**src/rtl/cache_pkg.sv**
```systemverilog
// cache_pkg: shared widths, FSM state encoding and slowmem opcodes for dm_cache.
//   WORD          default data/address width
//   S_IDLE/S_MISS controller states
//   READ/WRITE    values driven on the slowmem rnotw line
package cache_pkg;
    localparam int WORD = 16;
    localparam logic [0:0] S_IDLE = 1'b0;
    localparam logic [0:0] S_MISS = 1'b1;
    localparam logic READ  = 1'b1;
    localparam logic WRITE = 1'b0;
endpackage

```
**src/rtl/rr_arbiter.sv**
```systemverilog
// rr_arbiter: round-robin pick among eligible requesters, pointer advances past each grant.
//   clk, rst_n   clock, asynchronous active-low reset
//   i_elig       eligible requesters
//   i_en         grant enable (pointer only moves on an enabled grant)
//   o_grant      one-hot grant
//   o_idx        grant index
//   o_valid      some requester is eligible
module rr_arbiter #(
    parameter int NPORTS = 2,
    localparam int PW = NPORTS > 1 ? $clog2(NPORTS) : 1
) (
    input  logic              clk,
    input  logic              rst_n,
    input  logic [NPORTS-1:0] i_elig,
    input  logic              i_en,
    output logic [NPORTS-1:0] o_grant,
    output logic [PW-1:0]     o_idx,
    output logic              o_valid
);
    logic [PW-1:0] r_ptr;
    logic [PW-1:0] w_cand;

    // Scan downward so the candidate closest to the pointer is the last, winning, assignment.
    always_comb begin
        o_valid = 1'b0;
        o_idx   = '0;
        w_cand  = '0;
        for (int k = NPORTS - 1; k >= 0; k--) begin
            w_cand = PW'((int'(r_ptr) + k) % NPORTS);
            if (i_elig[w_cand]) begin
                o_valid = 1'b1;
                o_idx   = w_cand;
            end
        end
        o_grant = o_valid ? NPORTS'(1) << o_idx : '0;
    end

    always_ff @(posedge clk or negedge rst_n)
        if (!rst_n) r_ptr <= '0;
        else if (i_en && o_valid) r_ptr <= (o_idx == PW'(NPORTS - 1)) ? '0 : o_idx + PW'(1);
endmodule

```
**src/rtl/dm_cache.sv**
```systemverilog
// dm_cache: direct-mapped, write-through, one-word-line cache in front of slowmem.
//   clk, rst_n                 clock, asynchronous active-low reset
//   i_req/i_rnotw/i_addr/i_wdata  per-port requests (port p at [p*W +: W])
//   o_ack/o_rdata              one-cycle completion pulse per port, registered read data
//   i_flush                    invalidate all lines
//   o_mem_* / i_mem_*          slowmem strobe/rnotw/addr/wdata and mfc/rdata
//   o_hits/o_misses            saturating read hit/miss counters
module dm_cache
    import cache_pkg::*;
#(
    parameter int DW     = WORD,
    parameter int AW     = WORD,
    parameter int LINES  = 8,
    parameter int NPORTS = 2
) (
    input  logic                 clk,
    input  logic                 rst_n,
    input  logic [NPORTS-1:0]    i_req,
    input  logic [NPORTS-1:0]    i_rnotw,
    input  logic [NPORTS*AW-1:0] i_addr,
    input  logic [NPORTS*DW-1:0] i_wdata,
    output logic [NPORTS-1:0]    o_ack,
    output logic [DW-1:0]        o_rdata,
    input  logic                 i_flush,
    output logic                 o_mem_strobe,
    output logic                 o_mem_rnotw,
    output logic [AW-1:0]        o_mem_addr,
    output logic [DW-1:0]        o_mem_wdata,
    input  logic                 i_mem_mfc,
    input  logic [DW-1:0]        i_mem_rdata,
    output logic [15:0]          o_hits,
    output logic [15:0]          o_misses
);
    localparam int IXW = $clog2(LINES);
    localparam int PW  = NPORTS > 1 ? $clog2(NPORTS) : 1;

    logic [0:0]        r_state;
    logic              r_flush_pend;
    logic [PW-1:0]     r_port;
    logic [LINES-1:0]  r_valid;
    logic [AW-IXW-1:0] r_tag [LINES];
    logic [DW-1:0]     r_data [LINES];

    logic [NPORTS-1:0] w_grant;
    logic [PW-1:0]     w_idx;
    logic              w_gv, w_en, w_take, w_rnotw, w_hit, w_flush, w_fill;
    logic [AW-1:0]     w_addr;
    logic [DW-1:0]     w_wdata;
    logic [IXW-1:0]    w_ix, w_fill_ix;

    // A flush raised during a miss is remembered and applied once back in IDLE.
    assign w_flush   = i_flush || r_flush_pend;
    assign w_en      = (r_state == S_IDLE) && !w_flush;
    assign w_take    = w_en && w_gv;
    assign w_ix      = w_addr[IXW-1:0];
    assign w_hit     = r_valid[w_ix] && (r_tag[w_ix] == w_addr[AW-1:IXW]);
    assign w_fill    = (r_state == S_MISS) && i_mem_mfc;
    // The miss address stays on o_mem_addr for the whole miss, so it names the line to fill.
    assign w_fill_ix = o_mem_addr[IXW-1:0];

    rr_arbiter #(.NPORTS(NPORTS)) u_arb (
        .clk     (clk),
        .rst_n   (rst_n),
        .i_elig  (i_req & ~o_ack),
        .i_en    (w_en),
        .o_grant (w_grant),
        .o_idx   (w_idx),
        .o_valid (w_gv)
    );

    always_comb begin
        w_addr  = '0;
        w_wdata = '0;
        w_rnotw = READ;
        for (int p = 0; p < NPORTS; p++)
            if (w_idx == PW'(p)) begin
                w_addr  = i_addr[p*AW +: AW];
                w_wdata = i_wdata[p*DW +: DW];
                w_rnotw = i_rnotw[p];
            end
    end

    always_ff @(posedge clk) begin
        if (w_fill) begin
            r_tag[w_fill_ix]  <= o_mem_addr[AW-1:IXW];
            r_data[w_fill_ix] <= i_mem_rdata;
        end else if (w_take && !w_rnotw && w_hit) begin
            r_data[w_ix] <= w_wdata;
        end
    end

    always_ff @(posedge clk or negedge rst_n) begin
        if (!rst_n) begin
            r_state      <= S_IDLE;
            r_flush_pend <= 1'b0;
            r_port       <= '0;
            r_valid      <= '0;
            o_ack        <= '0;
            o_rdata      <= '0;
            o_mem_strobe <= 1'b0;
            o_mem_rnotw  <= READ;
            o_mem_addr   <= '0;
            o_mem_wdata  <= '0;
            o_hits       <= '0;
            o_misses     <= '0;
        end else begin
            o_ack        <= '0;
            o_mem_strobe <= 1'b0;
            if (r_state == S_MISS) begin
                if (i_flush) r_flush_pend <= 1'b1;
                if (i_mem_mfc) begin
                    r_valid[w_fill_ix] <= 1'b1;
                    o_rdata            <= i_mem_rdata;
                    o_ack              <= NPORTS'(1) << r_port;
                    r_state            <= S_IDLE;
                end
            end else if (w_flush) begin
                r_valid      <= '0;
                r_flush_pend <= 1'b0;
            end else if (w_gv) begin
                if (w_rnotw && w_hit) begin
                    o_ack   <= w_grant;
                    o_rdata <= r_data[w_ix];
                    o_hits  <= o_hits + {15'd0, ~&o_hits};
                end else begin
                    o_mem_strobe <= 1'b1;
                    o_mem_rnotw  <= w_rnotw ? READ : WRITE;
                    o_mem_addr   <= w_addr;
                    if (w_rnotw) begin
                        o_misses <= o_misses + {15'd0, ~&o_misses};
                        r_port   <= w_idx;
                        r_state  <= S_MISS;
                    end else begin
                        o_mem_wdata <= w_wdata;
                        o_ack       <= w_grant;
                    end
                end
            end
        end
    end
endmodule

```
**config.mk**
```make
export PLATFORM = sky130hd
export DESIGN_NAME = dm_cache
export DESIGN_NICKNAME = d
export VERILOG_FILES = /design/src/rtl/cache_pkg.sv /design/src/rtl/rr_arbiter.sv /design/src/rtl/dm_cache.sv
export SDC_FILE = /design/constraint.sdc
export NUM_CORES = 1
export LEC_CHECK = 0
export ABC_AREA = 1
export ABC_CLOCK_PERIOD_IN_PS = 7600
export CORE_MARGIN = 3
export CORE_UTILIZATION = 45
export DETAILED_ROUTE_END_ITERATION = 6
export PLACE_DENSITY = 0.64
export SLEW_MARGIN = 20
export SYNTH_ARGS = -nofsm -noshare
export SYNTH_HDL_FRONTEND = slang
export SYNTH_SLANG_ARGS = --single-unit
```
**constraint.sdc**
```tcl
create_clock -name clk -period 7.6 [get_ports clk]
set_input_delay 1.52 -clock clk [delete_from_list [all_inputs] [get_ports clk]]
set_output_delay 1.52 -clock clk [all_outputs]
set_load 0.01 [all_outputs]
```
==> summary.txt, run 1 <==
Detailed routing
  • DRT Pass-1 Iters: 5
  • Vias: roughly 11000
  • ANT nets after route: 0
  • Via-to-Cell Ratio: approximately 5.4
  • Final WL: slightly above 40 mm
  • Drt wl/cell: approximately 19 um
  • Initial DRC Count: 1017
  • DRC: 0

Worst setup path
  • Family with the most delay on the worst path: simple AND/OR/NAND/NOR gates
  • Kind of critical path: primary input to register
  • R2R Path Start: o_ack[0]
  • Crit path largest cell delay: roughly 0.66 ns
  • Slowest stage cell, crit path: nand2_4
  • Cell Chain, Critical Path: clkdlybuf4s50_1 -> nand3_2 -> nand2_4 -> nand2_2 -> nand2_4 -> nand2_1 -> nand3_1 -> nand3_1 -> nand3_1 -> nand2_1 -> nor2_1 -> nand2_1 -> nor2_4 -> nand3_2 -> inv_2 -> a21oi_1 -> nor2_1 -> buf_4
  • CP arrival: 6.35 ns
  • RR Endpoint: r_data[3][6]
  • Worst path depth: 18
  • Buf/Inv on CP: 3
  • CP max FO: between 50 and 60
  • Crit start category: primary input
  • WP data required: about 8 ns
  • Worst R2R Setup Slack: between 2 and 2.5 ns
  • Critical path origin: i_req[0]
  • R2r worst-path depth: 18
  • Worst setup EP type: register

Clock tree
  • Post-CTS setup buffer count: 0
  • Clk buf depth: 3
  • CTS tree: built
  • Num CTS Buffers: 38
  • CTS H-Tree Depth: 2
  • Sink Count: 328
  • Hold-fix buffers, CTS: 0
  • Clk root buf: clkbuf_16
  • Post-CTS Resized: 0
  • Clk_lat worst skew: 0.54 ns
  • Clock slew at reported path FFs: 0.05 ns

Yosys
  • Post-Synthesis Cells: 1507
  • Post-synthesis cell type count: 36
  • Share of the yosys chip area belonging to registers: 63.6%
  • Seq cells post-synth: 328
  • EDFF count, synth: between 200 and 250
  • Async set-reset flop share out of synthesis: 29.3%
  • Largest area contributor in the netlist: edfxtp_1
  • Mapped cell area: 14700 um2
  • Mapped Nets: 1599
  • Area contributors post-synth: edfxtp_1 (47%), dfrtp_1 (16%), nand2_1 (11%)
  • Yosys Warn Count: 0
  • Mapped Avg Cell Area: 9.77 um2
  • Top cell type's share of synthesized area: 47.3%
  • Post-synth top flop: edfxtp_1

Pwr
  • Leak pwr: between 0.007 and 0.008 uW
  • Final Power: 5870 uW
  • PD cells: 326 nW/um2
  • Peak supply drop: around 0.00021 V

Cells and area
  • Share of cells above drive strength 1: 6.19%
  • Non-Filler Instances: 2132
  • Most common cell after layout, fill and taps aside: nand2_1
  • Area grow syn2layout: 22.3%
  • Most frequent cells in the layout: nand2_1 (423), edfxtp_1 (232), clkdlybuf4s50_1 (170)
  • Final core utilization: 56.5%
  • Final net count: 1758

Global route
  • Vias in the first global route: 11368
  • GRT Overall Usage: 23.3%
  • GRT met2 Usage: just under 40%
  • Congestion Overflow GR: 0
  • Initial antenna violation count: 1
  • GR Util met1: 30.4%
  • First-pass GRT wire length: 63.8 mm
  • Met3 usage: 4.50%
  • Largest net degree at the start of global routing: 66
  • GRT Max-Usage Layer: met2

STA
  • Post-layout min period: a little over 6 ns
  • Max frequency: 0.163 GHz
  • Pins over their slew limit: 0
  • RSZ-0062 raised after global routing: false
  • Max_slew headroom: a little over a quarter
  • Measured slew at the worst slew-check pin: 1.09 ns
  • Setup Skew: 0.0150 ns
  • Period utilisation layout: 80.6%
  • Post-route setup TNS: 0 ns
  • Hold Vio Cnt, Final: 0
  • Final setup fails: 0

Die
  • Initial Util: 46.2%
  • Die width: ~190 um
  • Die Ht: 187 um
  • Die ar.: between 30000 and 40000 um2
  • CORE AREA: 31900 um2
  • FP Rows: 65
  • IO Pins: 172

Placed design
  • Number of I/O port buffers: roughly 170
  • Placed cells: between 2000 and 2500
  • Final HPWL DP: 26.5 mm
  • RePlAce Congestion: 0.850

Hold path
  • Worst hold path class: register to register
  • Worst Hold Depth: 2
  • Hold Path End: o_rdata[12]
  • Min-delay src: o_rdata[12]

Flow run
  • Max-cap violation count: 0

Outcome
  • Status: completed
[flip-flops by register name, summed over array words and instances, names as in the netlist]
name / count
r_data: 128
r_tag: 104
o_hits: 16
o_mem_addr: 16
o_mem_wdata: 16
o_misses: 16
o_rdata: 16
r_valid: 8
o_ack: 2
o_mem_rnotw: 1
o_mem_strobe: 1
r_flush_pend: 1
r_port: 1
r_state: 1
u_arb.r_ptr: 1
[how the worst max path moves through the flow]
stage / to / slack [ns]
2_1_floorplan: r_data[1][0] / 3.18
3_3_place_gp: r_data[3][6] / 1.14
3_5_place_dp: r_data[7][1] / 0.97
4_1_cts: r_data[2][6] / 1.51
5_1_grt: r_data[4][1] / 0.91
6_report: r_data[3][6] / 1.47
[cells in the mapped netlist (11+ instances only)]
master      n
nand3_1   143
o21ai_0   129
nand2_1   424
dfrtp_1    95
edfxtp_1  232
a31oi_1    16
o21ai_1    20
o22ai_1    30
nor2_1    168
buf_2      15
clkbuf_1   36
inv_1      93
xor2_1     12
nand4_1    11
[metrics by stage]
stage	worst slack, ns	hold WS, ns	cell area, um2
2_1_floorplan	3.18	0.440	14700
3_3_place_gp	1.14	0.459	16800
3_5_place_dp	0.969	0.462	16800
4_1_cts	1.51	0.480	18000
5_1_grt	0.911	0.505	18000
6_report	1.47	0.476	18000
[layer usage]
layer  part of all wire (%)  up-vias
met4                    2.8        0
met1                     41     5392
met5                      0        -
met3                    7.3       76
li1                       -     5459
met2                     49      484
[cells by family (layout without fill, tap and decap cells)]
| family | after synthesis | after routing | share of synthesized area, % |
|---|---|---|---|
| AOI/OAI and AO/OA | 208 | 208 | 7.84 |
| xor gates and xnor gates | 13 | 13 | 0.773 |
| adders and majority gates | 4 | 4 | 0.340 |
| buffers and inverters | 166 | 355 | 4.87 |
| DFF | 328 | 328 | 63.6 |
| other | 0 | 1 | 0 |
| and+or+nand+nor | 788 | 788 | 22.6 |
[power breakdown]
group	total [uW]	internal [uW]	leakage [uW]	switching, uW
Combinational	1620	637	0.00311	983
Clock	1770	1040	0.000594	732
Sequential	2470	2240	0.00333	230
[cell type report]
cell class / count / area (um2)
timing repair buffer: 187 / 1830
clock buffer: 56 / 1090
antenna: 1 / 2.50
clock inverter: 14 / 131
sequential: 328 / 9370
tap: 435 / 544
fill: 2765 / 13900
multi-input combinational: 1013 / 4670
inverter: 98 / 368
[tightest hold or removal path, cell delays in order, from the launching register on]
cell and delay, ns:
dfrtp_1 0.34, nand2_1 0.05, nand2_1 0.05
No activity file was read; power rests on OpenSTA's default activity.
==> run 2: changes to the inputs <==
ABC_CLOCK_PERIOD_IN_PS = 5900   (was 7600)
clock period = 5.9 ns   (was 7.6 ns; I/O delays follow)
==> summary.txt, run 2 (synthesis gave the netlist of run 1 again) <==
Outcome
  • Status: completed

Cells and area
  • Ant. Diodes: 0 (-1)
  • Largest register FFs: 128 (unchanged)
  • Most common cell after layout, fill and taps aside: nand2_1
  • Area grow syn2layout: 22.0%
  • Most frequent cells in the layout: nand2_1 (423), edfxtp_1 (232), clkdlybuf4s50_1 (170)
  • Final core utilization: 56.4% (-0.13 points)
  • Share of cells above drive strength 1: 6.82% (+0.63 points)
  • Largest registers: r_data (128), r_tag (104)
  • Fillcell total: 2825 (+2.2%)
  • Final net count: 1764 (+0.34%)
  • Non-Filler Instances: 2135 (+0.14%)
  • Largest register by flop count: r_data

Hold path
  • Min-delay src: o_mem_rnotw
  • Hold Path End: o_mem_rnotw
  • Worst hold path class: register to register
  • Worst Hold Depth: 2 (unchanged)

Die
  • Die width: 187 um (unchanged)
  • CORE AREA: 31900 um2 (unchanged)
  • Initial Util: 46.2% (unchanged)
  • Die ar.: 34900 um2 (unchanged)
  • Die Ht: 187 um (unchanged)
  • IO Pins: 172 (unchanged)
  • FP Rows: 65 (unchanged)

Detailed routing
  • Drt wl/cell: 19.1 um (about the same)
  • Initial DRC Count: 956 (-6.0%)
  • DRT Pass-1 Iters: 5 (unchanged)
  • Final WL: 40.9 mm (about the same)
  • Via-to-Cell Ratio: 5.37 (+0.36%)
  • DRC: 0 (unchanged)
  • Vias: 11468 (+0.50%)
  • ANT nets after route: 0 (unchanged)

Worst setup path
  • Crit start category: primary input
  • Slowest stage cell, crit path: clkdlybuf4s50_1
  • Buf/Inv on CP: 4 (+1)
  • Family with the most delay on the worst path: simple AND/OR/NAND/NOR gates
  • WP data required: 6.09 ns (-1.73 ns)
  • CP max FO: 34 (-42%)
  • Worst R2R Setup Slack: 1.91 ns (-0.57 ns)
  • Crit path largest cell delay: 0.50 ns (-0.16 ns)
  • Cell Chain, Critical Path: clkdlybuf4s50_1 -> nand3_2 -> nand2_4 -> nand2_2 -> nand2_2 -> buf_12 -> nand2_1 -> nand3_1 -> nand3_1 -> nand3_1 -> nand2_1 -> nor2_1 -> nand2_1 -> nor2_4 -> nand3_2 -> inv_2 -> a21oi_1 -> nor2_1 -> buf_4
  • CP arrival: 4.86 ns (-1.49 ns)
  • R2R Path Start: o_ack[0]
  • Kind of critical path: primary input to register
  • R2r worst-path depth: 19 (+1)
  • RR Endpoint: r_data[5][4]
  • Worst path depth: 19 (+1)
  • Worst setup EP type: register

Global route
  • GRT Overall Usage: 22.9% (-0.41 points)
  • Largest net degree at the start of global routing: 66 (unchanged)
  • Vias in the first global route: 11230 (-1.2%)
  • Congestion Overflow GR: 0 (unchanged)
  • Initial antenna violation count: 0 (-1)
  • First-pass GRT wire length: 63.1 mm (-1.0%)

STA
  • Measured slew at the worst slew-check pin: 1.08 ns (-0.0103 ns)
  • Hold Vio Cnt, Final: 0 (unchanged)
  • RSZ-0062 raised after global routing: false
  • Post-route setup TNS: 0 ns (unchanged)
  • Max_slew headroom: 27.6% (+0.69 points)
  • Setup Skew: 0.0276 ns (+0.0126 ns)
  • Post-layout min period: 4.67 ns
  • Pins over their slew limit: 0 (unchanged)
  • Period utilisation layout: between 70% and 80%
  • Final worst slack: 1.23 ns (-0.246 ns)
  • Final setup fails: 0 (unchanged)
  • Max frequency: 0.214 GHz

Clock tree
  • CTS H-Tree Depth: 2 (unchanged)
  • Clk_lat worst skew: 0.53 ns (about the same)
  • Clk root buf: clkbuf_16
  • Sink Count: 328 (unchanged)
  • Hold-fix buffers, CTS: 0 (unchanged)
  • Post-CTS setup buffer count: 0 (unchanged)
  • Num CTS Buffers: 36 (-5.3%)
  • Post-CTS Resized: 0 (unchanged)
  • CTS tree: built
  • Clock slew at reported path FFs: 0.06 ns (about the same)
  • Clk buf depth: 3 (unchanged)

Pwr
  • Sw Share: 33.6% (+0.46 points)
  • Combinational power share: 28.5% (+0.9 points)
  • Clock power frac: 28.3% (-1.9 points)
  • PD cells: 412 nW/um2 (+26%)
  • P_sw: 2490 uW (+28%)
  • Register share of total power: 43.2% (+1.0 points)
  • Int Pwr: 4910 uW (+25%)
  • Leak pwr: 0.00702 uW (-0.11%)
  • Peak supply drop: 0.000210 V (+0.24%)

Placed design
  • Final HPWL DP: 27.1 mm (+2.4%)
  • RePlAce Congestion: 0.932 (+9.6%)
  • Number of I/O port buffers: 171 (unchanged)
  • Pre-CTS WS: 0.763 ns (-0.206 ns)
  • Placed cells: 2069 (+0.39%)

Flow run
  • Max-cap violation count: 0 (unchanged)
[run 2: changes by cell type in the layout (fill, tap and decap cells not counted), sizes merged]
cell,previous run,this run
buf,17,25
clkbuf,56,50
clkinv,12,15
clkinvlp,0,2
inv,99,97
bufinv,1,0
diode,1,0
[run 2: worst max path at each step]
stage,slack (ns),endpoint,start
global route,0.93,r_data[6][6],i_req[0]
finish,1.23,r_data[5][4],i_req[0]
detailed placement,0.76,r_data[1][3],i_req[0]
floorplan,1.82,r_data[1][0],i_req[1]
global placement,0.83,r_data[6][0],i_req[0]
CTS,1.29,r_data[1][0],i_req[1]
[run 2: metal layers]
| layer | share of wire, % | up-vias | global-route usage [%] |
|---|---|---|---|
| met3 | 6.7 | 71 | 4.16 |
| met5 | 0 | - | 0 |
| met2 | 48 | 441 | 38.7 |
| li1 | - | 5454 | - |
| met4 | 3.3 | 0 | 7.82 |
| met1 | 42 | 5502 | 29.9 |
[run 2: final cells by class]
type / instances / area [um2] / share of cell area, %
Tap cell: 435 / 544 / 3.03
Inverter: 98 / 368 / 2.05
Clock buffer: 50 / 993 / 5.53
Timing Repair Buffer: 195 / 1900 / 10.6
Clock inverter: 16 / 116 / 0.648
Sequential cell: 328 / 9370 / 52.2
Multi-Input combinational cell: 1013 / 4670 / 26.0
[run 2: power groups by stage]
stage          clock network [uW]  logic [uW]  registers [uW]
2_1_floorplan                   0        1100            3230
5_1_grt                      2220        2320            3250
3_3_place_gp                    0        2080            3230
4_1_cts                      2120        2120            3200
3_5_place_dp                    0        2100            3240
6_report                     2090        2110            3200
[run 2: through the flow]
stage | hold slack [ns] | total power (uW) | cell area (um2)
after floorplan | 0.440 | 4330 | 14700
after global placement | 0.455 | 5310 | 16900
after detailed placement | 0.461 | 5340 | 16900
after CTS | 0.471 | 7430 | 18000
after global routing | 0.497 | 7790 | 18000
final | 0.469 | 7400 | 18000
[run 2: worst register-to-register path, stage by stage (launching register included)]
cell and delay, ns:
dfrtp_1 0.43, inv_2 0.08, nand3_2 0.12, nand2_4 0.31
nand2_2 0.20, nand2_2 0.32, buf_12 0.24, nand2_1 0.08
nand3_1 0.07, nand3_1 0.12, nand3_1 0.20, nand2_1 0.07
nor2_1 0.12, nand2_1 0.10, nor2_4 0.22, nand3_2 0.13
inv_2 0.24, a21oi_1 0.19, nor2_1 0.15, buf_4 0.28
